File: config.mk
export PLATFORM = sky130hd
export DESIGN_NAME = jam_search_param
export DESIGN_NICKNAME = d
export VERILOG_FILES = /design/src/rtl/jam_search_param.sv
export SDC_FILE = /design/constraint.sdc
export NUM_CORES = 1
export LEC_CHECK = 0
export ABC_AREA = 1
export CORE_MARGIN = 5
export CORE_UTILIZATION = 35
export DETAILED_ROUTE_END_ITERATION = 10
export SYNTH_ARGS = -nofsm -noshare
export SYNTH_HDL_FRONTEND = slang
export SYNTH_SLANG_ARGS = --single-unit
File: constraint.sdc
create_clock -name CLK -period 12 [get_ports CLK]
set_input_delay 1.2 -clock CLK [delete_from_list [all_inputs] [get_ports CLK]]
set_output_delay 1.2 -clock CLK [all_outputs]
set_load 0.03 [all_outputs]
File: src/rtl/jam_search_param.sv
// Exhaustive N x N job-assignment search: walks every worker-to-job permutation in
// lexicographic order against a registered cost ROM, keeping the minimum, its count and first winner.
module jam_search_param #(
  parameter int N     = 8,
  parameter int IDXW  = 3,
  parameter int COSTW = 7,
  parameter int SUMW  = 10,
  parameter int CNTW  = 16,
  parameter int PRUNE = 0
) (
  input  logic              CLK,
  input  logic              RST_N,
  input  logic              START,
  output logic              BUSY,
  output logic              REQ,
  output logic [IDXW-1:0]   W,
  output logic [IDXW-1:0]   J,
  input  logic [COSTW-1:0]  Cost,
  output logic [SUMW-1:0]   MinCost,
  output logic [CNTW-1:0]   MatchCount,
  output logic [N*IDXW-1:0] BestSeq,
  output logic              Valid
);

  localparam int CW = IDXW + 1;

  typedef enum logic [2:0] {IDLE, FETCH, EVAL, NEXT, DONE} state_t;
  typedef logic [IDXW-1:0] idx_t;

  state_t            state_reg, state_next;
  logic [CW-1:0]     cnt_reg, cnt_next;
  logic [SUMW-1:0]   sum_reg, sum_next;
  logic [SUMW-1:0]   min_reg, min_next;
  logic [CNTW-1:0]   match_reg, match_next;
  logic [N*IDXW-1:0] best_reg, best_next;
  logic              busy_reg, busy_next;
  logic              valid_reg, valid_next;
  idx_t              w_hold_reg, j_hold_reg;
  idx_t              perm_reg [N];
  idx_t              perm_next [N];
  idx_t              perm_swap [N];
  idx_t              perm_succ [N];
  logic [N*IDXW-1:0] perm_packed;
  idx_t              j_sel;
  logic              req_c;
  idx_t              w_c, j_c;
  logic              prune_hit;
  logic              has_pivot;
  int                piv, succ;

  function automatic logic [N*IDXW-1:0] ident_seq();
    logic [N*IDXW-1:0] s;
    s = '0;
    for (int i = 0; i < N; i++) s[i*IDXW +: IDXW] = idx_t'(i);
    return s;
  endfunction

  // Lexicographic successor: rightmost ascent is the pivot; since the tail after it is
  // descending, the rightmost larger element is also the smallest larger one.
  always_comb begin
    has_pivot = 1'b0;
    piv       = 0;
    succ      = 0;
    for (int i = 0; i < N - 1; i++) begin
      if (perm_reg[i] < perm_reg[i+1]) begin
        has_pivot = 1'b1;
        piv       = i;
      end
    end
    for (int i = 0; i < N; i++) begin
      if (i > piv && perm_reg[i] > perm_reg[piv]) succ = i;
    end
    for (int i = 0; i < N; i++) begin
      perm_swap[i] = (i == piv) ? perm_reg[succ] : (i == succ) ? perm_reg[piv] : perm_reg[i];
    end
    for (int i = 0; i < N; i++) begin
      perm_succ[i] = (i > piv) ? perm_swap[N + piv - i] : perm_swap[i];
    end
  end

  always_comb begin
    perm_packed = '0;
    j_sel       = '0;
    for (int i = 0; i < N; i++) begin
      perm_packed[i*IDXW +: IDXW] = perm_reg[i];
      if (cnt_reg == CW'(i)) j_sel = perm_reg[i];
    end
  end

  always_comb begin
    state_next = state_reg;
    cnt_next   = cnt_reg;
    sum_next   = sum_reg;
    min_next   = min_reg;
    match_next = match_reg;
    best_next  = best_reg;
    busy_next  = busy_reg;
    valid_next = valid_reg;
    perm_next  = perm_reg;
    req_c      = 1'b0;
    w_c        = w_hold_reg;
    j_c        = j_hold_reg;
    prune_hit  = (PRUNE != 0) && (sum_reg > min_reg);

    unique case (state_reg)
      IDLE, DONE: begin
        if (START) begin
          min_next   = '1;
          match_next = '0;
          sum_next   = '0;
          cnt_next   = '0;
          valid_next = 1'b0;
          busy_next  = 1'b1;
          for (int i = 0; i < N; i++) perm_next[i] = idx_t'(i);
          state_next = FETCH;
        end
      end
      FETCH: begin
        if (prune_hit) begin
          state_next = NEXT;
        end else begin
          if (cnt_reg < CW'(N)) begin
            req_c = 1'b1;
            w_c   = cnt_reg[IDXW-1:0];
            j_c   = j_sel;
          end
          // Cost lags the address by one cycle, so cycle 0 has nothing to add yet.
          if (cnt_reg != '0) sum_next = sum_reg + SUMW'(Cost);
          if (cnt_reg == CW'(N)) state_next = EVAL;
          else                   cnt_next   = cnt_reg + 1'b1;
        end
      end
      EVAL: begin
        if (sum_reg < min_reg) begin
          min_next   = sum_reg;
          match_next = CNTW'(1);
          best_next  = perm_packed;
        end else if (sum_reg == min_reg && match_reg != '1) begin
          match_next = match_reg + 1'b1;
        end
        state_next = NEXT;
      end
      NEXT: begin
        sum_next = '0;
        cnt_next = '0;
        if (has_pivot) begin
          perm_next  = perm_succ;
          state_next = FETCH;
        end else begin
          busy_next  = 1'b0;
          valid_next = 1'b1;
          state_next = DONE;
        end
      end
      default: state_next = IDLE;
    endcase
  end

  always_ff @(posedge CLK or negedge RST_N) begin
    if (!RST_N) begin
      state_reg  <= IDLE;
      cnt_reg    <= '0;
      sum_reg    <= '0;
      min_reg    <= '1;
      match_reg  <= '0;
      best_reg   <= ident_seq();
      busy_reg   <= 1'b0;
      valid_reg  <= 1'b0;
      w_hold_reg <= '0;
      j_hold_reg <= '0;
      for (int i = 0; i < N; i++) perm_reg[i] <= idx_t'(i);
    end else begin
      state_reg  <= state_next;
      cnt_reg    <= cnt_next;
      sum_reg    <= sum_next;
      min_reg    <= min_next;
      match_reg  <= match_next;
      best_reg   <= best_next;
      busy_reg   <= busy_next;
      valid_reg  <= valid_next;
      w_hold_reg <= w_c;
      j_hold_reg <= j_c;
      perm_reg   <= perm_next;
    end
  end

  assign BUSY       = busy_reg;
  assign REQ        = req_c;
  assign W          = w_c;
  assign J          = j_c;
  assign MinCost    = min_reg;
  assign MatchCount = match_reg;
  assign BestSeq    = best_reg;
  assign Valid      = valid_reg;

endmodule

# Word level (Yosys, flattened, before mapping)
# Cells that the tools add are included.
totals:
  rom_bits: 0
  memories: 0
  latchBits: 0
  ramBits: 0
  reg_bits: 99
  elab_cells: 248
op_classes:
  shift: 0
  div_mod_pow: 0
  reduce_logical: 25
  order_cmp: 34
  multipliers: 0
  add_sub_neg: 11
  eq_ne: 36
  muxes: 114
  bitwise: 10
op_table:
  columns: ["op", "count"]
  rows:
  - ["two-way mux 32 bit", 11]
  - [">= comparator 32 x 4 -> 1 bit (second input constant)", 10]
  - ["inverter 32 bit", 10]
  - ["== test 4 x 32 -> 1 bit (first input constant)", 8]
  - ["two-way mux 3 bit", 59]
  - ["== test 3 x 32 -> 1 bit (first input constant)", 4]
  - ["greater-than comparator 4 x 32 -> 1 bit (first input constant)", 4]
  - ["subtractor 32 x 4 -> 32 bit (second input constant)", 4]
  - ["binary-select mux 3 bit (select 3 bit)", 10]
  - ["== test 2 x 32 -> 1 bit (first input constant)", 2]
  - ["greater-than comparator 3 x 32 -> 1 bit (first input constant)", 2]
  - ["logical NOT 32 bit", 2]
  - ["subtractor 32 x 3 -> 32 bit (second input constant)", 2]
  - ["two-way mux 16 bit", 3]
  - ["two-way mux 24 bit", 2]
  - ["one-hot mux 24 bit (2 select lines)", 1]
  - ["two-way mux 10 bit", 4]
  - ["adder 5 x 32 -> 32 bit (first input constant)", 1]
  - ["greater-than comparator 1 x 32 -> 1 bit (first input constant)", 1]
  - ["greater-than comparator 2 x 32 -> 1 bit (first input constant)", 1]
  - ["one-hot mux 16 bit (2 select lines)", 1]
  - ["subtractor 32 x 2 -> 32 bit (second input constant)", 1]
  - ["one-hot mux 10 bit (3 select lines)", 1]
  - ["greater-than comparator 3 bit", 7]
  - ["other kinds (32)", 79]

# Depth between registers and ports, before layout
# Gate-level depths: netlist of the first run.
logic_depth:
  word_depth: 31
  mapped_depth: 41

# Worst setup path before layout of the first run
# OpenSTA, ideal clock, no wires.
synth_path:
  path_type: "register to register"
  from: "register perm_reg (netlist bit perm_packed[20])"
  to: "register perm_reg (netlist bit perm_packed[5])"
  synth_period_minus_slack_ns: 4.805
  required_ns: 11.871
  setup_time_ns: 0.129
  slack_ns: 7.195
  arrival_time_ns: 4.676
  stages_incl_launch_ff: 32
  path_cell_list: "dfstp_2 inv_1 ha_1 a21oi_1 nand3_2 nand2_4 clkbuf_1 buf_2 o21ai_0 o21ai_0 nand2_1 o21ai_0 inv_1 ha_1 nand2_1 nand3b_1 nand2_1 inv_1 nand2_1 nand2_2 inv_2 a21oi_4 nand3_2 nor2_4 o21ai_1 or2_1 nand3_1 nand3_1 nand3_1 nand3_1 nand3_1 o21ai_1"
synth_via:
  elab_chain_cells: 27
  word_cells_on_any_way: 85
  cone_classes: "add/sub: 2; order compare: 16; eq/ne: 15; mux: 39; bitwise: 3; reduce/logical: 10"
synth_lines:
  columns: ["element", "line", "source"]
  rows:
  - ["start: declaration", "39", "idx_t perm_reg [N];"]
  - ["start signal: assignment", "183", "perm_reg <= perm_next;"]
  - ["less-than comparator 3 bit", "65", "if (perm_reg[i] < perm_reg[i+1]) begin"]
  - ["two-way mux 32 bit (2 in series)", "65", null]
  - ["inverter 32 bit (not written as such)", "71, 74", null]
  - ["binary-select mux 3 bit (select 3 bit)", "71, 74", null]
  - ["two-way mux 3 bit (not written as such) (2 in series)", "71, 74", null]
  - ["greater-than comparator 3 bit", "71", "if (i > piv && perm_reg[i] > perm_reg[piv]) succ = i;"]
  - ["logical AND 1 bit", "71", null]
  - ["two-way mux 1 bit", "71", null]
  - ["[... 7 more ...]", null, null]
  - ["binary-select mux 3 bit (select 3 bit)", "74", "perm_swap[i] = (i == piv) ? perm_reg[succ] : (i == succ) ? perm_reg[piv] : perm_reg[i];"]
  - ["two-way mux 3 bit (not written as such) (2 in series)", "74", null]
  - ["two-way mux 3 bit", "74", null]
  - ["binary-select mux 3 bit (select 3 bit)", "77", "perm_succ[i] = (i > piv) ? perm_swap[N + piv - i] : perm_swap[i];"]
  - ["two-way mux 3 bit (not written as such) (2 in series)", "77", null]
  - ["two-way mux 3 bit", "77", null]
  - ["two-way mux 24 bit", "146", "if (has_pivot) begin"]
  - ["one-hot mux 24 bit (2 select lines)", "105", "unique case (state_reg)"]
# Parallel ways exist; a longest one is shown, timed or not. The select of a mux whose other input is x is not followed.
# A chain may end at the register's enable or synchronous reset.

# Worst setup path after layout of the first run
layout_path:
  from: "register perm_reg (netlist bit perm_packed[23])"
  to: "register perm_reg (netlist bit perm_packed[8])"
layout_via:
  elab_chain_cells: 26
  word_cells_on_any_way: 82
  cone_classes: "add/sub: 2; order compare: 15; eq/ne: 15; mux: 37; bitwise: 3; reduce/logical: 10"
layout_lines:
  columns: ["element", "line"]
  rows:
  - ["less-than comparator 3 bit", "65"]
  - ["two-way mux 32 bit", "65"]
  - ["inverter 32 bit (not written as such)", "71, 74"]
  - ["binary-select mux 3 bit (select 3 bit)", "71, 74"]
  - ["two-way mux 3 bit (not written as such) (2 in series)", "71, 74"]
  - ["greater-than comparator 3 bit", "71"]
  - ["logical AND 1 bit", "71"]
  - ["two-way mux 1 bit", "71"]
  - ["[... 7 more ...]", null]
  - ["binary-select mux 3 bit (select 3 bit)", "74"]
  - ["two-way mux 3 bit (not written as such) (2 in series)", "74"]
  - ["two-way mux 3 bit", "74"]
  - ["binary-select mux 3 bit (select 3 bit)", "77"]
  - ["two-way mux 3 bit (not written as such) (2 in series)", "77"]
  - ["two-way mux 3 bit", "77"]
  - ["two-way mux 24 bit", "146"]
  - ["one-hot mux 24 bit (2 select lines)", "105"]
# Parallel ways exist; a longest one is shown, timed or not. The select of a mux whose other input is x is not followed.

==> results.yml, run 1 <==
logic_synthesis:
  synth.area.top_cells: "dfrtp_1 20%, nand2_1 13%, nand3_1 12%"
  avgSynthCellArea_sq_um: 6.865
  syn-num-nets: 1252
  synth_cells: 1181
  yosysUniqueCellTypes: 50
  yosysSeqAreaShare: 0.3108
  synth_top_area_share: 0.2006
  synth_seq_cells: 99
  synth_top_area_cell: "dfrtp_1"
  yosysWarnings: 0
  syn_area_sq_um: 8108
die:
  fp-row-count: 55
  chipHeight_um: 162.2
  die_w_um: 162.2
  die-area_sq_um: 26310
  io-pin-count: 69
  core_area_sq_um: 22710
  start_util: 0.3570
clock_tree:
  cts.clk_slew.worst_paths_ns: 0.08
  cts_made_buffers: 9
  clk_latency_ns: 0.38
  numClockSinks: 99
  hold_buffers: 0
  cts_resized: 0
  clock_tree.htree_level_count: 3
  root_buffer: "clkbuf_16"
  clock_path_buffers: 2
  cts_setup_buffers: 0
  cts_tree: "done"
grt:
  grt_overflow_total: 0
  grt_max_degree: 58
  track_usage: 0.2235
  grt_pass1_wl_um: 46190
  grt_pass1_vias: 8060
  antenna_found_initial: 0
job:
  drv_cap: 0
sta:
  hold_viol: 0
  worst_slew_pin_slew_ns: 1.186
  clock.fmax_ghz: 0.1416
  drv_slew: 0
  fin_skew_ns: 0.02152
  finalCritPeriodShare: 0.5883
  setup_tns_ns: 0
  setup_viol: 0
  min_period_ns: 7.060
  rsz0062_at_grt: "no"
  slew_headroom: 0.2043
drt:
  avgRoutedWirePerCell_um: 19.12
  final_antenna_net_count: 0
  via_count: 8479
  viasPerCell: 5.545
  drt_first_pass_iters: 5
  drc: 0
  wirelength_um: 29240
  initialDrtViolationCount: 881
place:
  place.gp.congestion: 0.9641
  numPortBuffers: 68
  hpwl_um: 22130
pwr:
  seq_power_share: 0.432
  power_switching_uw: 331.2
  p_per_area_nw_per_um2: 104.9
  power_frac_comb: 0.255
  power.leakage_uw: 0.004387
  swShare: 0.3366
  ir_drop_v: 0.00006071
  power_uw: 984.0
  p_int_uw: 652.8
  p_clk_frac: 0.312
finish:
  syn_to_final_growth_pct: 15.74
  drive_gt1_frac: 0.08923
  fillers: 2389
  antenna_cells: 0
  nets: 1310
worst_setup_path:
  crit_slowest_cell: "o21ai_1"
  required_ns: 12.25
  critPathMaxFanout: 44
  cp-end-kind: "flop"
  setup.worst_path.start_class: "flop"
  cp_slowest_stage_delay_ns: 0.65
  crit_arrival_ns: 7.31
  critPathKind: "flop to flop"
  crit_top_cell: "nand2_1"
worst_hold_path:
  hp-class: "flop to flop"
run_status:
  status: "completed"
==> metrics by stage <==
step	cells	utilization	area [sq um]	setup slack, ns	hold WS, ns
floorplan	1181	-	8108	7.195	0.4950
global placement	1513	0.3998	9079	5.118	0.4678
detailed placement	1513	0.3998	9079	5.184	0.4730
CTS	1529	0.4132	9384	5.124	0.4985
global route	1529	0.4132	9384	4.528	0.5150
finish	1529	0.4132	9384	4.940	0.4937
==> critical path, delay by kind of cell (launching register included) <==
family	cells	cell delay [ns]
and+or+nand+nor	20	2.72
DFF	1	0.60
AOI/OAI and AO/OA	4	1.50
adders and majority gates	2	0.74
buffers and inverters	6	1.35
==> final timing paths <==
| check | from | end | slack, ns | cells after the start |
|---|---|---|---|---|
| setup / recovery | perm_packed[23] | perm_packed[8] | 4.94 | 32 |
| hold / removal | BestSeq[12] | BestSeq[12] | 0.49 | 1 |
| setup reg to reg | perm_packed[23] | perm_packed[8] | 4.94 | 32 |
| hold reg to reg | BestSeq[12] | BestSeq[12] | 0.49 | 1 |
| max in group asynchronous | RST_N | perm_packed[18] | 10.02 | 2 |
| min in group asynchronous | RST_N | sum_reg[4] | 0.82 | 1 |
==> layout make-up <==
type                       count  area [sq um]  share of cell area
sequential                    99          2520              0.2685
clock buffer                   9         225.2             0.02400
multi-input combinational    919          4972              0.5299
timing repair buffer          73         715.7             0.07627
clock inverter                 7         80.08            0.008533
inverter                     137         514.2             0.05480
tap                          285         356.6             0.03800
==> cell families (layout without fill, tap and decap cells) <==
logic type | Yosys count | count (layout) | share of synthesized area
adders and majority gates | 61 | 61 | 0.09506
DFF | 99 | 99 | 0.3108
and+or+nand+nor | 642 | 642 | 0.3614
xor gates and xnor gates | 4 | 4 | 0.004322
AOI/OAI and AO/OA | 212 | 212 | 0.1511
buffers and inverters | 163 | 226 | 0.07731
==> layer usage <==
| metal | vias to the layer above | track usage | share of wire |
|---|---|---|---|
| li1 | 4096 | - | - |
| met5 | - | 0 | 0 |
| met3 | 53 | 0.04491 | 0.072 |
| met1 | 3997 | 0.3055 | 0.45 |
| met2 | 333 | 0.3581 | 0.45 |
| met4 | 0 | 0.06805 | 0.027 |
==> synthesized netlist by cell type, drive strengths merged <==
master / instances
nand3: 198
o221ai: 3
o22ai: 2
a22o: 1
and3: 3
o21ai: 91
ha: 60
nor4: 1
a21o: 2
o31ai: 2
xor2: 2
clkbuf: 16
o21bai: 3
dfstp: 34
a31oi: 3
nor2: 102
a22oi: 3
buf: 10
nand2: 294
clkinv: 3
or2: 2
a211oi: 1
o2111ai: 1
fa: 1
o21a: 25
a211o: 1
nand4: 16
nand3b: 4
o211ai: 7
nor3: 21
inv: 134
dfrtp: 65
xnor2: 2
a21oi: 67
nor3b: 1
==> cells in the final DEF (no fill, tap or decap), types with 3 or more instances in the layout <==
| master | n |
|---|---|
| nand3_1 | 187 |
| inv_1 | 123 |
| o21a_1 | 25 |
| o21ai_0 | 74 |
| dfrtp_1 | 65 |
| nand2_4 | 5 |
| nor2_4 | 5 |
| o21bai_1 | 3 |
| ha_1 | 60 |
| o21ai_1 | 15 |
| a21oi_1 | 64 |
| clkdlybuf4s50_1 | 67 |
| dfstp_2 | 34 |
| o211ai_1 | 7 |
| nand2_1 | 273 |
| clkbuf_16 | 9 |
| nand2_2 | 16 |
| buf_4 | 6 |
| a31oi_1 | 3 |
| nand3_2 | 10 |
| inv_2 | 11 |
| nand4_1 | 16 |
| clkinv_1 | 3 |
| nand3b_1 | 4 |
| and3_1 | 3 |
| o221ai_1 | 3 |
| nor3_1 | 21 |
| nor2_1 | 96 |
==> power by group through the flow <==
stage                     Sequential, uW  Combinational, uW  Clock (uW)
after floorplan                      517               61.0           0
after global placement               430                252           0
after detailed placement             432                254           0
after CTS                            426                255         313
after global routing                 433                271         328
final                                425                251         307
Note: power is estimated with default switching activity, not from simulation.
==> run 2, diff against run 1 <==
==> constraint.sdc (replaced) <==
create_clock -name CLK -period 7.34 [get_ports CLK]
set_input_delay 0.734 -clock CLK [delete_from_list [all_inputs] [get_ports CLK]]
set_output_delay 0.734 -clock CLK [all_outputs]
set_load 0.03 [all_outputs]
==> run 2 against run 1 <==
Sequential power increased by 64%. Maximum frequency increased by 16%. Critical path depth unchanged. Flip-flop and latch count unchanged. Utilization increased by 0.27 points. First-iteration DRC count increased by 2.0%. Highest routed layer unchanged.
==> results.yml, run 2 (synthesized netlist as in run 1, its figures left out) <==
run_status:
  status: "completed"
clock_tree:
  clock_path_buffers: 2
  clk_latency_ns: 0.36
  cts_setup_buffers: 0
  cts_resized: 0
  hold_buffers: 0
  cts_tree: "done"
  cts.clk_slew.worst_paths_ns: 0.08
  numClockSinks: 99
  cts_made_buffers: 9
  root_buffer: "clkbuf_16"
  clock_tree.htree_level_count: 3
pwr:
  p_per_area_nw_per_um2: 166.4
  power_uw: 1571
  ir_drop_v: 0.0001095
  power.leakage_uw: 0.004433
worst_setup_path:
  critPathMaxFanout: 25
  critPathKind: "flop to flop"
  timing.reg2reg.setup_slack_ns: 1.24
  setup.worst_path.start_class: "flop"
  crit_top_cell: "nand2_1"
  cp_slowest_stage_delay_ns: 0.63
  crit_arrival_ns: 6.37
  required_ns: 7.61
  cp-end-kind: "flop"
  crit_slowest_cell: "dfstp_2"
sta:
  setup_viol: 0
  worst_slew_pin_slew_ns: 1.064
  clock.fmax_ghz: 0.1640
  fin_skew_ns: 0.01019
  drv_slew: 0
  slew_headroom: 0.2890
  rsz0062_at_grt: "no"
  setup_ws_ns: 1.242
  min_period_ns: 6.098
  finalCritPeriodShare: 0.8308
  hold_viol: 0
  setup_tns_ns: 0
place:
  dp_cells: 1524
  place.gp.congestion: 0.9761
  numPortBuffers: 68
  dp_slack_ns: 1.414
  hpwl_um: 22640
finish:
  final_common_cell: "nand2_1"
  syn_to_final_growth_pct: 16.50
  nets: 1321
  antenna_cells: 0
  layout_common_cells: "273 x nand2_1, 187 x nand3_1, 123 x inv_1"
  drive_gt1_frac: 0.09721
  stdcell_count: 1540
  final_util: 0.4159
drt:
  drt_first_pass_iters: 6
  final_antenna_net_count: 0
  drc: 0
  avgRoutedWirePerCell_um: 18.84
  via_count: 8450
  viasPerCell: 5.487
  wirelength_um: 29010
  initialDrtViolationCount: 899
die:
  start_util: 0.3570
  io-pin-count: 69
  die_w_um: 162.2
  fp-row-count: 55
  chipHeight_um: 162.2
  core_area_sq_um: 22710
  die-area_sq_um: 26310
grt:
  grt_overflow_total: 0
  grt_max_degree: 59
  grt_pass1_wl_um: 44930
  grt_pass1_vias: 7985
  antenna_found_initial: 0
  track_usage: 0.2192
job:
  drv_cap: 0
worst_hold_path:
  hp-class: "primary input to asynchronous set/reset pin"
## run 2: area by class of cell
| class | instances | area (sq um) |
|---|---|---|
| Multi-Input combinational cell | 919 | 4972 |
| Fill cell | 2363 | 13260 |
| Inverter | 137 | 514.2 |
| Timing Repair Buffer | 84 | 798.3 |
| Sequential cell | 99 | 2520 |
| Tap cell | 285 | 356.6 |
| Clock inverter | 7 | 58.81 |
| Clock buffer | 9 | 225.2 |
## run 2: metal layers
layer | routed length, um | share of wire | up-vias | track usage
met5 | 0 | 0 | - | 0
met3 | 2048 | 0.071 | 66 | 0.04796
met2 | 13370 | 0.46 | 345 | 0.3558
li1 | - | - | 4120 | -
met1 | 12590 | 0.43 | 3919 | 0.2873
met4 | 1006 | 0.035 | 0 | 0.08112
## run 2: report_power, final
group / total, uW / internal (uW) / switching (uW) / leakage [uW]
Sequential: 695 / 651 / 43.7 / 0.00113
Clock: 467 / 236 / 231 / 0.000138
Combinational: 410 / 173 / 237 / 0.00317
Total: 1570 / 1060 / 512 / 0.00443
## run 2: worst max-delay path: cells and delay by family, from the launching register on
kind	cells	cell delay [ns]
AOI/OAI and AO/OA	6	1.13
adders and majority gates	2	0.62
buffers and inverters	6	1.02
DFF	1	0.63
and+or+nand+nor	18	2.55
## run 2: metrics by stage
| stage | cell area, sq um | hold slack, ns |
|---|---|---|
| 6_report | 9445 | 0.3562 |
| 5_1_grt | 9445 | 0.3973 |
| 4_1_cts | 9445 | 0.3653 |
| 3_5_place_dp | 9161 | 0.4727 |
| 3_3_place_gp | 9161 | 0.4652 |
| 2_1_floorplan | 8108 | 0.4384 |
## run 2: worst paths after layout
path / startpoint / endpoint / cells past startpoint
min in group CLK: j_hold_reg[0] / j_hold_reg[0] / 2
worst min register to register: j_hold_reg[0] / j_hold_reg[0] / 2
worst max-delay path: perm_packed[20] / perm_packed[17] / 32
worst max register to register: perm_packed[20] / perm_packed[17] / 32
max in group asynchronous: RST_N / BestSeq[18] / 2
worst min-delay path: RST_N / sum_reg[4] / 1
==> run 3, diff against run 2 <==
==> constraint.sdc (replaced) <==
create_clock -name CLK -period 5.55 [get_ports CLK]
set_input_delay 0.555 -clock CLK [delete_from_list [all_inputs] [get_ports CLK]]
set_output_delay 0.555 -clock CLK [all_outputs]
set_load 0.03 [all_outputs]
==> run 3 against run 2 <==
Power rose by 35%. Setup slack got worse by 0.89 ns. Final area up 6.8%. Sequential power rose by 32%. Combinational power up 33%. Via count increased by 4.4%. Critical path type unchanged. Largest cell class unchanged. Largest power group unchanged. Highest routed layer unchanged.
==> results.yml, run 3 (synthesized netlist as in run 1, its figures left out) <==
clock_tree:
  numClockSinks: 99
  clk_latency_ns: 0.37
  root_buffer: "clkbuf_16"
  clock_path_buffers: 2
  hold_buffers: 0
  cts_tree: "done"
  clock_tree.htree_level_count: 3
  cts.clk_slew.worst_paths_ns: 0.08
  cts_made_buffers: 9
sta:
  hold_viol: 0
  finalCritPeriodShare: 0.9366
  fin_skew_ns: 0.01385
  worst_slew_pin_slew_ns: 1.029
  drv_slew: 0
  setup_viol: 0
  clock.fmax_ghz: 0.1924
  min_period_ns: 5.198
  setup_tns_ns: 0
  slew_headroom: 0.3121
worst_setup_path:
  cp-end-kind: "flop"
  crit_arrival_ns: 5.39
  crit_family: "simple AND/OR/NAND/NOR gates"
  cp_slowest_stage_delay_ns: 0.62
  crit_top_cell: "nand2_1"
  required_ns: 5.74
  critPathKind: "flop to flop"
  setup.worst_path.start_class: "flop"
  crit_slowest_cell: "dfstp_2"
  timing.critical_path.buf_inv: 7
  critPathMaxFanout: 11
die:
  start_util: 0.3570
  die_w_um: 162.2
  fp-row-count: 55
  die-area_sq_um: 26310
  io-pin-count: 69
  core_area_sq_um: 22710
  chipHeight_um: 162.2
finish:
  layout_common_cells: "273 x nand2_1, 186 x nand3_1, 120 x inv_1"
  final_area_sq_um: 10090
  final_common_cell: "nand2_1"
  syn_to_final_growth_pct: 24.46
  stdcell_count: 1612
  drive_gt1_frac: 0.1522
  nets: 1393
  antenna_cells: 0
run_status:
  status: "completed"
grt:
  grt_max_degree: 55
  grt_pass1_vias: 8370
  antenna_found_initial: 0
  grt_pass1_wl_um: 47550
  grt_overflow_total: 0
  track_usage: 0.2317
pwr:
  p_int_uw: 1412
  power_frac_comb: 0.257
  seq_power_share: 0.433
  ir_drop_v: 0.0001385
  swShare: 0.3347
  power.leakage_uw: 0.004787
  p_per_area_nw_per_um2: 210.4
  power_switching_uw: 710.4
  p_clk_frac: 0.311
drt:
  via_count: 8824
  initialDrtViolationCount: 787
  drt_first_pass_iters: 6
  drc: 0
  avgRoutedWirePerCell_um: 19.04
  final_antenna_net_count: 0
  wirelength_um: 30690
  viasPerCell: 5.474
place:
  numPortBuffers: 68
  hpwl_um: 23840
  dp_cells: 1595
  dpl_cell_area_sq_um: 9744
  place.gp.congestion: 0.9843
job:
  drv_cap: 0
worst_hold_path:
  hp-class: "primary input to asynchronous set/reset pin"
==> run 3: changes by cell type in the layout (fill, tap and decap cells not counted), sizes merged <==
cell and change:
buf +72
==> run 3: what timing repair did <==
item | in CTS | in global routing
setup endpoints to repair | 0 | 21
resized for setup | 0 | 11
buffers inserted | 0 | 1
==> run 3: layer usage <==
metal | GRT usage | vias to the layer above | part of all wire
met1 | 0.3116 | 4171 | 0.44
met2 | 0.3731 | 328 | 0.45
met4 | 0.07459 | 0 | 0.029
li1 | - | 4261 | -
met5 | 0 | - | 0
met3 | 0.04948 | 64 | 0.078
==> run 3: layout make-up <==
type | instances | area, sq um
multi-input combinational | 919 | 4996
fill | 2332 | 12620
inverter | 137 | 518.0
clock inverter | 7 | 81.33
timing repair buffer | 156 | 1393
sequential | 99 | 2521
tap | 285 | 356.6
clock buffer | 9 | 225.2
==> run 3: path summary, 6_finish.rpt <==
path / startpoint / end / slack [ns] / cells after the start
worst max-delay path: perm_packed[23] / perm_packed[13] / 0.35 / 33
worst min-delay path: RST_N / sum_reg[4] / 0.19 / 1
worst max register to register: perm_packed[23] / perm_packed[13] / 0.35 / 33
worst min register to register: BestSeq[13] / BestSeq[13] / 0.50 / 1
max in group asynchronous: RST_N / BestSeq[13] / 4.22 / 2
min in group CLK: BestSeq[13] / BestSeq[13] / 0.50 / 1
==> run 3: power by group through the flow <==
stage                     clock network, uW  registers [uW]  logic (uW)
after global placement                    0             930         546
after global routing                    709             936         586
after CTS                               678             920         553
after detailed placement                  0             933         552
final                                   660             918         544
after floorplan                           0            1120         132
==> run 3: worst reg2reg max path: cells and delay by family (launching register included) <==
family / cells / cell delay (ns)
buffers and inverters: 7 / 0.77
and+or+nand+nor: 18 / 2.00
adders and majority gates: 2 / 0.60
AOI/OAI and AO/OA: 6 / 1.03
DFF: 1 / 0.62
==> run 3: metrics by stage <==
stage	hold slack [ns]	util	worst slack [ns]	total power, uW
after floorplan	0.2594	-	0.7447	1249
after global placement	0.4736	0.4291	0.2251	1476
after detailed placement	0.4788	0.4291	0.1787	1485
after CTS	0.2217	0.4426	0.1367	2152
after global routing	0.2295	0.4444	-0.001183	2230
final	0.1946	0.4444	0.3517	2123
